**src/rtl/cla_seq_ctrl.sv**
```systemverilog
// Slice-serial add/sub sequencer driving one external CLA slice, LSB slice first.
// Optional zero flag output enabled by defining CLA_SEQ_ZERO_FLAG_EN.
module cla_seq_ctrl #(
  parameter int WIDTH = 32,
  parameter int SLICE = 8
) (
  input  logic             clock,
  input  logic             reset_n,
  input  logic             in_valid,
  output logic             in_ready,
  input  logic [WIDTH-1:0] op_a,
  input  logic [WIDTH-1:0] op_b,
  input  logic             op_sub,
  output logic             out_valid,
  input  logic             out_ready,
  output logic [WIDTH-1:0] result,
  output logic             cout,
  output logic             overflow,
`ifdef CLA_SEQ_ZERO_FLAG_EN
  output logic             zero,
`endif
  output logic [SLICE-1:0] sl_a,
  output logic [SLICE-1:0] sl_b,
  output logic             sl_cin,
  input  logic [SLICE-1:0] sl_s,
  input  logic             sl_cout
);

  localparam int NSL = WIDTH / SLICE;
  localparam int IW  = (NSL > 1) ? $clog2(NSL) : 1;
  localparam int BW  = (WIDTH > 1) ? $clog2(WIDTH) : 1;

  typedef enum logic [1:0] {IDLE, RUN, DONE} state_t;

  state_t           state;
  state_t           state_n;
  logic [IW-1:0]    idx;
  logic             carry;
  logic [WIDTH-1:0] a_r;
  logic [WIDTH-1:0] b_r;
  logic [WIDTH-1:0] res_n;
  logic [BW-1:0]    base;
  logic             last;

  assign base = BW'(idx) * BW'(SLICE);
  assign last = (idx == IW'(NSL - 1));

  always_comb begin
    state_n   = state;
    in_ready  = 1'b0;
    out_valid = 1'b0;
    sl_a      = '0;
    sl_b      = '0;
    sl_cin    = 1'b0;
    unique case (state)
      IDLE: begin
        in_ready = reset_n;
        if (in_valid) state_n = RUN;
      end
      RUN: begin
        sl_a   = a_r[base +: SLICE];
        sl_b   = b_r[base +: SLICE];
        sl_cin = carry;
        if (last) state_n = DONE;
      end
      DONE: begin
        out_valid = 1'b1;
        if (out_ready) state_n = IDLE;
      end
      default: state_n = IDLE;
    endcase
  end

  // Result as it will look after this slice is written back
  always_comb begin
    res_n = result;
    res_n[base +: SLICE] = sl_s;
  end

  always_ff @(posedge clock) begin
    if (!reset_n) state <= IDLE;
    else          state <= state_n;
  end

  always_ff @(posedge clock) begin
    if (!reset_n) begin
      idx      <= '0;
      carry    <= 1'b0;
      a_r      <= '0;
      b_r      <= '0;
      result   <= '0;
      cout     <= 1'b0;
      overflow <= 1'b0;
`ifdef CLA_SEQ_ZERO_FLAG_EN
      zero     <= 1'b0;
`endif
    end else begin
      if (state == IDLE && in_valid) begin
        a_r   <= op_a;
        b_r   <= op_sub ? ~op_b : op_b;
        carry <= op_sub;
        idx   <= '0;
      end
      if (state == RUN) begin
        result <= res_n;
        carry  <= sl_cout;
        idx    <= idx + 1'b1;
        if (last) begin
          cout     <= sl_cout;
          overflow <= a_r[WIDTH-1] ^ b_r[WIDTH-1]
                    ^ sl_s[SLICE-1] ^ sl_cout;
`ifdef CLA_SEQ_ZERO_FLAG_EN
          zero     <= (res_n == '0);
`endif
        end
      end
    end
  end

endmodule

```
**config.mk**
```make
export PLATFORM = sky130hd
export DESIGN_NAME = cla_seq_ctrl
export DESIGN_NICKNAME = d
export VERILOG_FILES = /design/src/rtl/cla_seq_ctrl.sv
export SDC_FILE = /design/constraint.sdc
export NUM_CORES = 1
export LEC_CHECK = 0
export BUFFER_PORTS_ARGS = -buffer_cell sky130_fd_sc_hd__buf_2
export CORE_ASPECT_RATIO = 1.75
export CORE_MARGIN = 2
export CORE_UTILIZATION = 53
export DETAILED_ROUTE_END_ITERATION = 6
export GPL_TIMING_DRIVEN = 0
export PLACE_DENSITY = 0.8
export SYNTH_ARGS = -nofsm -noshare
export SYNTH_HDL_FRONTEND = slang
export SYNTH_SLANG_ARGS = --single-unit
export TNS_END_PERCENT = 10
```
**constraint.sdc**
```tcl
create_clock -name clock -period 3.08 [get_ports clock]
set_clock_uncertainty 0.2 [all_clocks]
set_input_delay 0.154 -clock clock [delete_from_list [all_inputs] [get_ports clock]]
set_output_delay 0.154 -clock clock [all_outputs]
set_load 0.005 [all_outputs]
```
# After elaboration in Yosys (flattened, before gate mapping)

Index checks and enable logic that the tools add are counted.

Register bits: 103
Bits of input ports: 78

Add/subtract/negate cells: 2
Equal/unequal tests: 6
Shift operators: 4
Mux-type cells: 15
Bitwise gates (word level): 4
Reductions and logical operators: 5

Operator list:

| kind                   | number |
|---|---|
| $shiftx 32x6->8        | 2 |
| $bwmux 32              | 1 |
| $mux 32                | 1 |
| $not 32->32            | 1 |
| $shift 8x7->32 const A | 1 |
| $shiftx 8x7->32        | 1 |
| $mux 8                 | 2 |
| $mux 2                 | 5 |
| $neg 5->7              | 1 |
| $ne 2x2->1 const B     | 3 |
| $pmux 2 s3             | 1 |
| $mux 1                 | 5 |
| $eq 2x2->1 const B     | 2 |
| $reduce_and 3->1       | 1 |
| $xor 1x1->1            | 3 |
| $add 2x1->2 const B    | 1 |
| $eq 2x1->1 const B     | 1 |
| $logic_not 2->1        | 1 |
| $reduce_and 2->1       | 1 |
| $reduce_bool 2->1      | 1 |
| $logic_and 1x1->1      | 1 |

# Logic depth before layout (Yosys ltp)

Depth after elaboration: 4
Mapped depth: 8
Depth with buffers taken out: 5

# Worst setup path before layout

OpenSTA, ideal clock, no wires.

Path kind: reg2reg
Start: register idx[1]
End: register result[24]
Library setup time: 0.075 ns
Arrival time: 2.007 ns
Setup slack: 0.799 ns
Cell stages (with the launch flop): 9
Buffers on the path: 3
Path through: dfxtp_1 -> buf_2 -> buf_1 -> inv_1 -> ha_1 -> nor3b_1 -> buf_2 -> nand4b_2 -> o21ai_0

Word-level cells in the longest chain between the ends: 3
Elaborated cells on any way between the ends: 4
Those cells by class: add/sub: 1; shift: 2; mux: 1

Ends and longest elaborated chain:

| item                                              | RTL line | RTL |
|---|---|---|
| start, declared                                   | 37       | `logic [IW-1:0] idx;` |
| start signal, assigned                            | 107      | `idx <= idx + 1'b1;` |
| $neg 5->7 *                                       | 77       | `res_n[base +: SLICE] = sl_s;` |
| $shiftx 8x7->32 or $shift 8x7->32 (tied branches) | 77       |  |
| $bwmux 32 *                                       | 77       |  |
| end signal, assigned                              | 105      | `result <= res_n;` |
| end, declared                                     | 16       | `output logic [WIDTH-1:0] result,` |

Every way passes the cells marked *; elsewhere a longest branch is shown, timed or not.
A chain may end at the register's enable or synchronous reset.

# Worst setup path after layout

Start: register idx[1]
End: register result[30]

The elaborated chain is that of the path after synthesis.

==> run summary <==
Vias per cell = 5.51
Number of remaining DRC errors = 0
Status = completed
Worst VDD drop = 438 uV
Worst Max-Slew Pin Slew = 562 ps
Initial Utilization = 54.3%
Final min period = 2590 ps
Hold Path End = b_r[31]$_SDFFE_PN0P_
Fin nets = 795
Core Area = 8980 um^2
CP startpoint kind = flip-flop
Worst path max stage delay = 390 ps
Max Cap Viol = 0
Reg2Reg Launch Point = idx[1]$_SDFFE_PN0P_
Detailed Routing Iterations Pass 1 = 5
CP Class = flip-flop to flip-flop
I/O pin cnt = 131
Final setup viols = 0
Ant. Diodes = 0
Post-Syn Area = 4870 um^2
Critical path's slowest cell = buf_2
Die area = 10000 um^2
Latest clock arrival within the worst-skew pair = 350 ps
Required @ worst endpoint = 3160 ps
Number of port buffers = 129
Crit-path max FO = 18
Yosys warning count = 0
Vias = 4611
Root Buffer = clkbuf_16
First-pass GRT wire length = 22.7 mm
Vias in the first global route = 4670
Dpl hpwl = 9.84 mm
CTS tree = built
Sink Count = 103
CP endpoint kind = flip-flop
Worst Reg-to-Reg Cells = 7
FFs w/ async S/R, synth = 0%
R2R setup slack = 490 ps
Setup slack after layout = 495 ps
Setup TNS Final = 0 ps
Worst R2R End = result[30]$_SDFFE_PN0P_
Final count of pins violating max slew = 0
Setup Buffers After CTS = 0
Final period util = 83.9%
Max clock buf depth = 2
Non-filler cells, final = 837
Remaining Overflow, GRT = 0
Clock transition at path regs = 70 ps
Final Hold Fails = 0
Place WS = 129 ps
Wire per inst = 17.3 um
Post-synth EDFFs = 0
Commonest cells after routing, fill and taps aside = 148 x buf_2, 121 x nand2_1, 103 x dfxtp_1
Layout overhead on the synthesized area = 37.8%
Synth Area per Inst = 9.75 um^2
Lkg Pwr = 0.00319 uW
Post-Syn Nets = 583
CTS Buf Count = 9
Netlist cell types = 39
Hold Crit Class = input port to flip-flop
PD cells = 482 nW/um^2
Htree depth = 3
Top FF cell, synth = dfxtp_1
Filler cells = 640
Fmax = 387 MHz
Placed Instances = 749
Most common cell after layout, fill and taps aside = buf_2
Iter 0 DRT Violations = 275
Register area share after synthesis = 42.3%
GR Util All Layers = 29.3%
Critical-path cell list = buf_2, inv_1, ha_1, nor3b_1, buf_2, nand4b_2, o21ai_0
Rows = 46
ANT nets after route = 0
Largest net degree at the start of global routing = 18
Power, Total = 3240 uW
# resized after CTS = 0
Initial antenna violation count = 0
Hold Startpoint = op_b[31]
Unrepaired setup endpoints after global routing = no
Die span in y = 131 um
Yosys reg bits = 103
Mapped Cells = 500
Crit-path most repeated cell = buf_2
Max-slew headroom = 62.5%
Routability cong. = 0.858
Routed WL = 14.4 mm
Critical path data arrival time = 2660 ps
Worst hold path depth = 4
Die W = 76.5 um
Worst Hold Margin = 30.7 ps
Layout cells sized above 1 = 24.7%
critical path: cells and delay by family, from the launching register on:
kind	cells	cell delay (ps)
compound gates	1	210
flops	1	370
simple gates	2	490
buf+inv	3	830
fa+ha+maj	1	390
worst max-delay path by stage:
stage | start | endpoint | slack (ps) | cells after the start
after floorplan | idx[1]$_SDFFE_PN0P_ | result[24]$_SDFFE_PN0P_ | 800 | 8
after global placement | idx[1]$_SDFFE_PN0P_ | result[30]$_SDFFE_PN0P_ | 230 | 8
after detailed placement | idx[1]$_SDFFE_PN0P_ | result[26]$_SDFFE_PN0P_ | 130 | 8
after CTS | idx[1]$_SDFFE_PN0P_ | result[26]$_SDFFE_PN0P_ | 90 | 8
after global routing | idx[1]$_SDFFE_PN0P_ | result[30]$_SDFFE_PN0P_ | 250 | 7
final | idx[1]$_SDFFE_PN0P_ | result[30]$_SDFFE_PN0P_ | 490 | 7
synthesized netlist by cell type (3+ instances only):
master / number / area [um^2]
buf_2: 19 / 95.1
xnor2_1: 35 / 307
mux4_1: 16 / 420
nor2b_1: 11 / 68.8
a21boi_0: 32 / 240
and2_1: 19 / 119
ha_1: 5 / 62.6
a22o_1: 6 / 52.6
clkbuf_1: 13 / 48.8
nand3_1: 17 / 85.1
o211a_1: 32 / 320
dfxtp_1: 103 / 2060
buf_1: 4 / 15.0
o21ai_0: 8 / 40.0
a21boi_1: 16 / 120
and3b_1: 3 / 26.3
nand4_1: 4 / 25.0
nand2_1: 121 / 454
buf_4: 4 / 30.0
a32oi_1: 6 / 52.6
nand3b_1: 4 / 30.0
timing repair:
item | 4_1_cts | 5_1_grt
hold endpoints to repair | 96 | 0
hold buffers | 73 | 0
setup endpoints to repair | 0 | 11
per-layer routing:
| layer | routed length [um] | part of all wire, % | GRT usage [%] | vias up |
|---|---|---|---|---|
| met5 | 0 | 0 | 0 | - |
| met4 | 555 | 3.8 | 17.9 | 0 |
| met3 | 732 | 5.1 | 4.95 | 47 |
| li1 | - | - | - | 2169 |
| met2 | 7970 | 55 | 56.5 | 207 |
| met1 | 5190 | 36 | 29.1 | 2188 |
power breakdown:
part           internal, uW  leakage (uW)  switching (uW)
registers              1410      0.000844            42.1
logic                   289       0.00219             273
clock network           715      0.000156             513
registers in the layout, summed over array words and instances, names as in the netlist:
signal and cells:
a_r 32, b_r 32, carry 1, cout 1, idx 2, overflow 1
result 32, state 2
through the flow:
step | util [%] | area [um^2]
floorplan | - | 4870
global placement | 63.2 | 5670
detailed placement | 63.2 | 5670
CTS | 74.9 | 6720
global route | 74.8 | 6720
finish | 74.8 | 6720
cells by family after synthesis:
family	after synthesis	share of synthesized area, %
DFF	103	42.3
buffers and inverters	45	4.77
adders and majority gates	5	1.28
AOI/OAI and AO/OA	105	17.7
and+or+nand+nor	191	19.0
xor gates and xnor gates	35	6.29
muxes	16	8.62
cell type report:
cell class	instances	area, um^2	share of cell area [%]
clock inverters	7	95.1	1.42
multi-input cells	352	2580	38.4
flip-flops and latches	103	2060	30.7
inverters	2	7.51	0.112
repair buffers	202	1380	20.5
well taps	120	150	2.24
clock buffers	9	225	3.35
plain buffers	42	221	3.30
No activity file was read; power rests on OpenSTA's default activity.
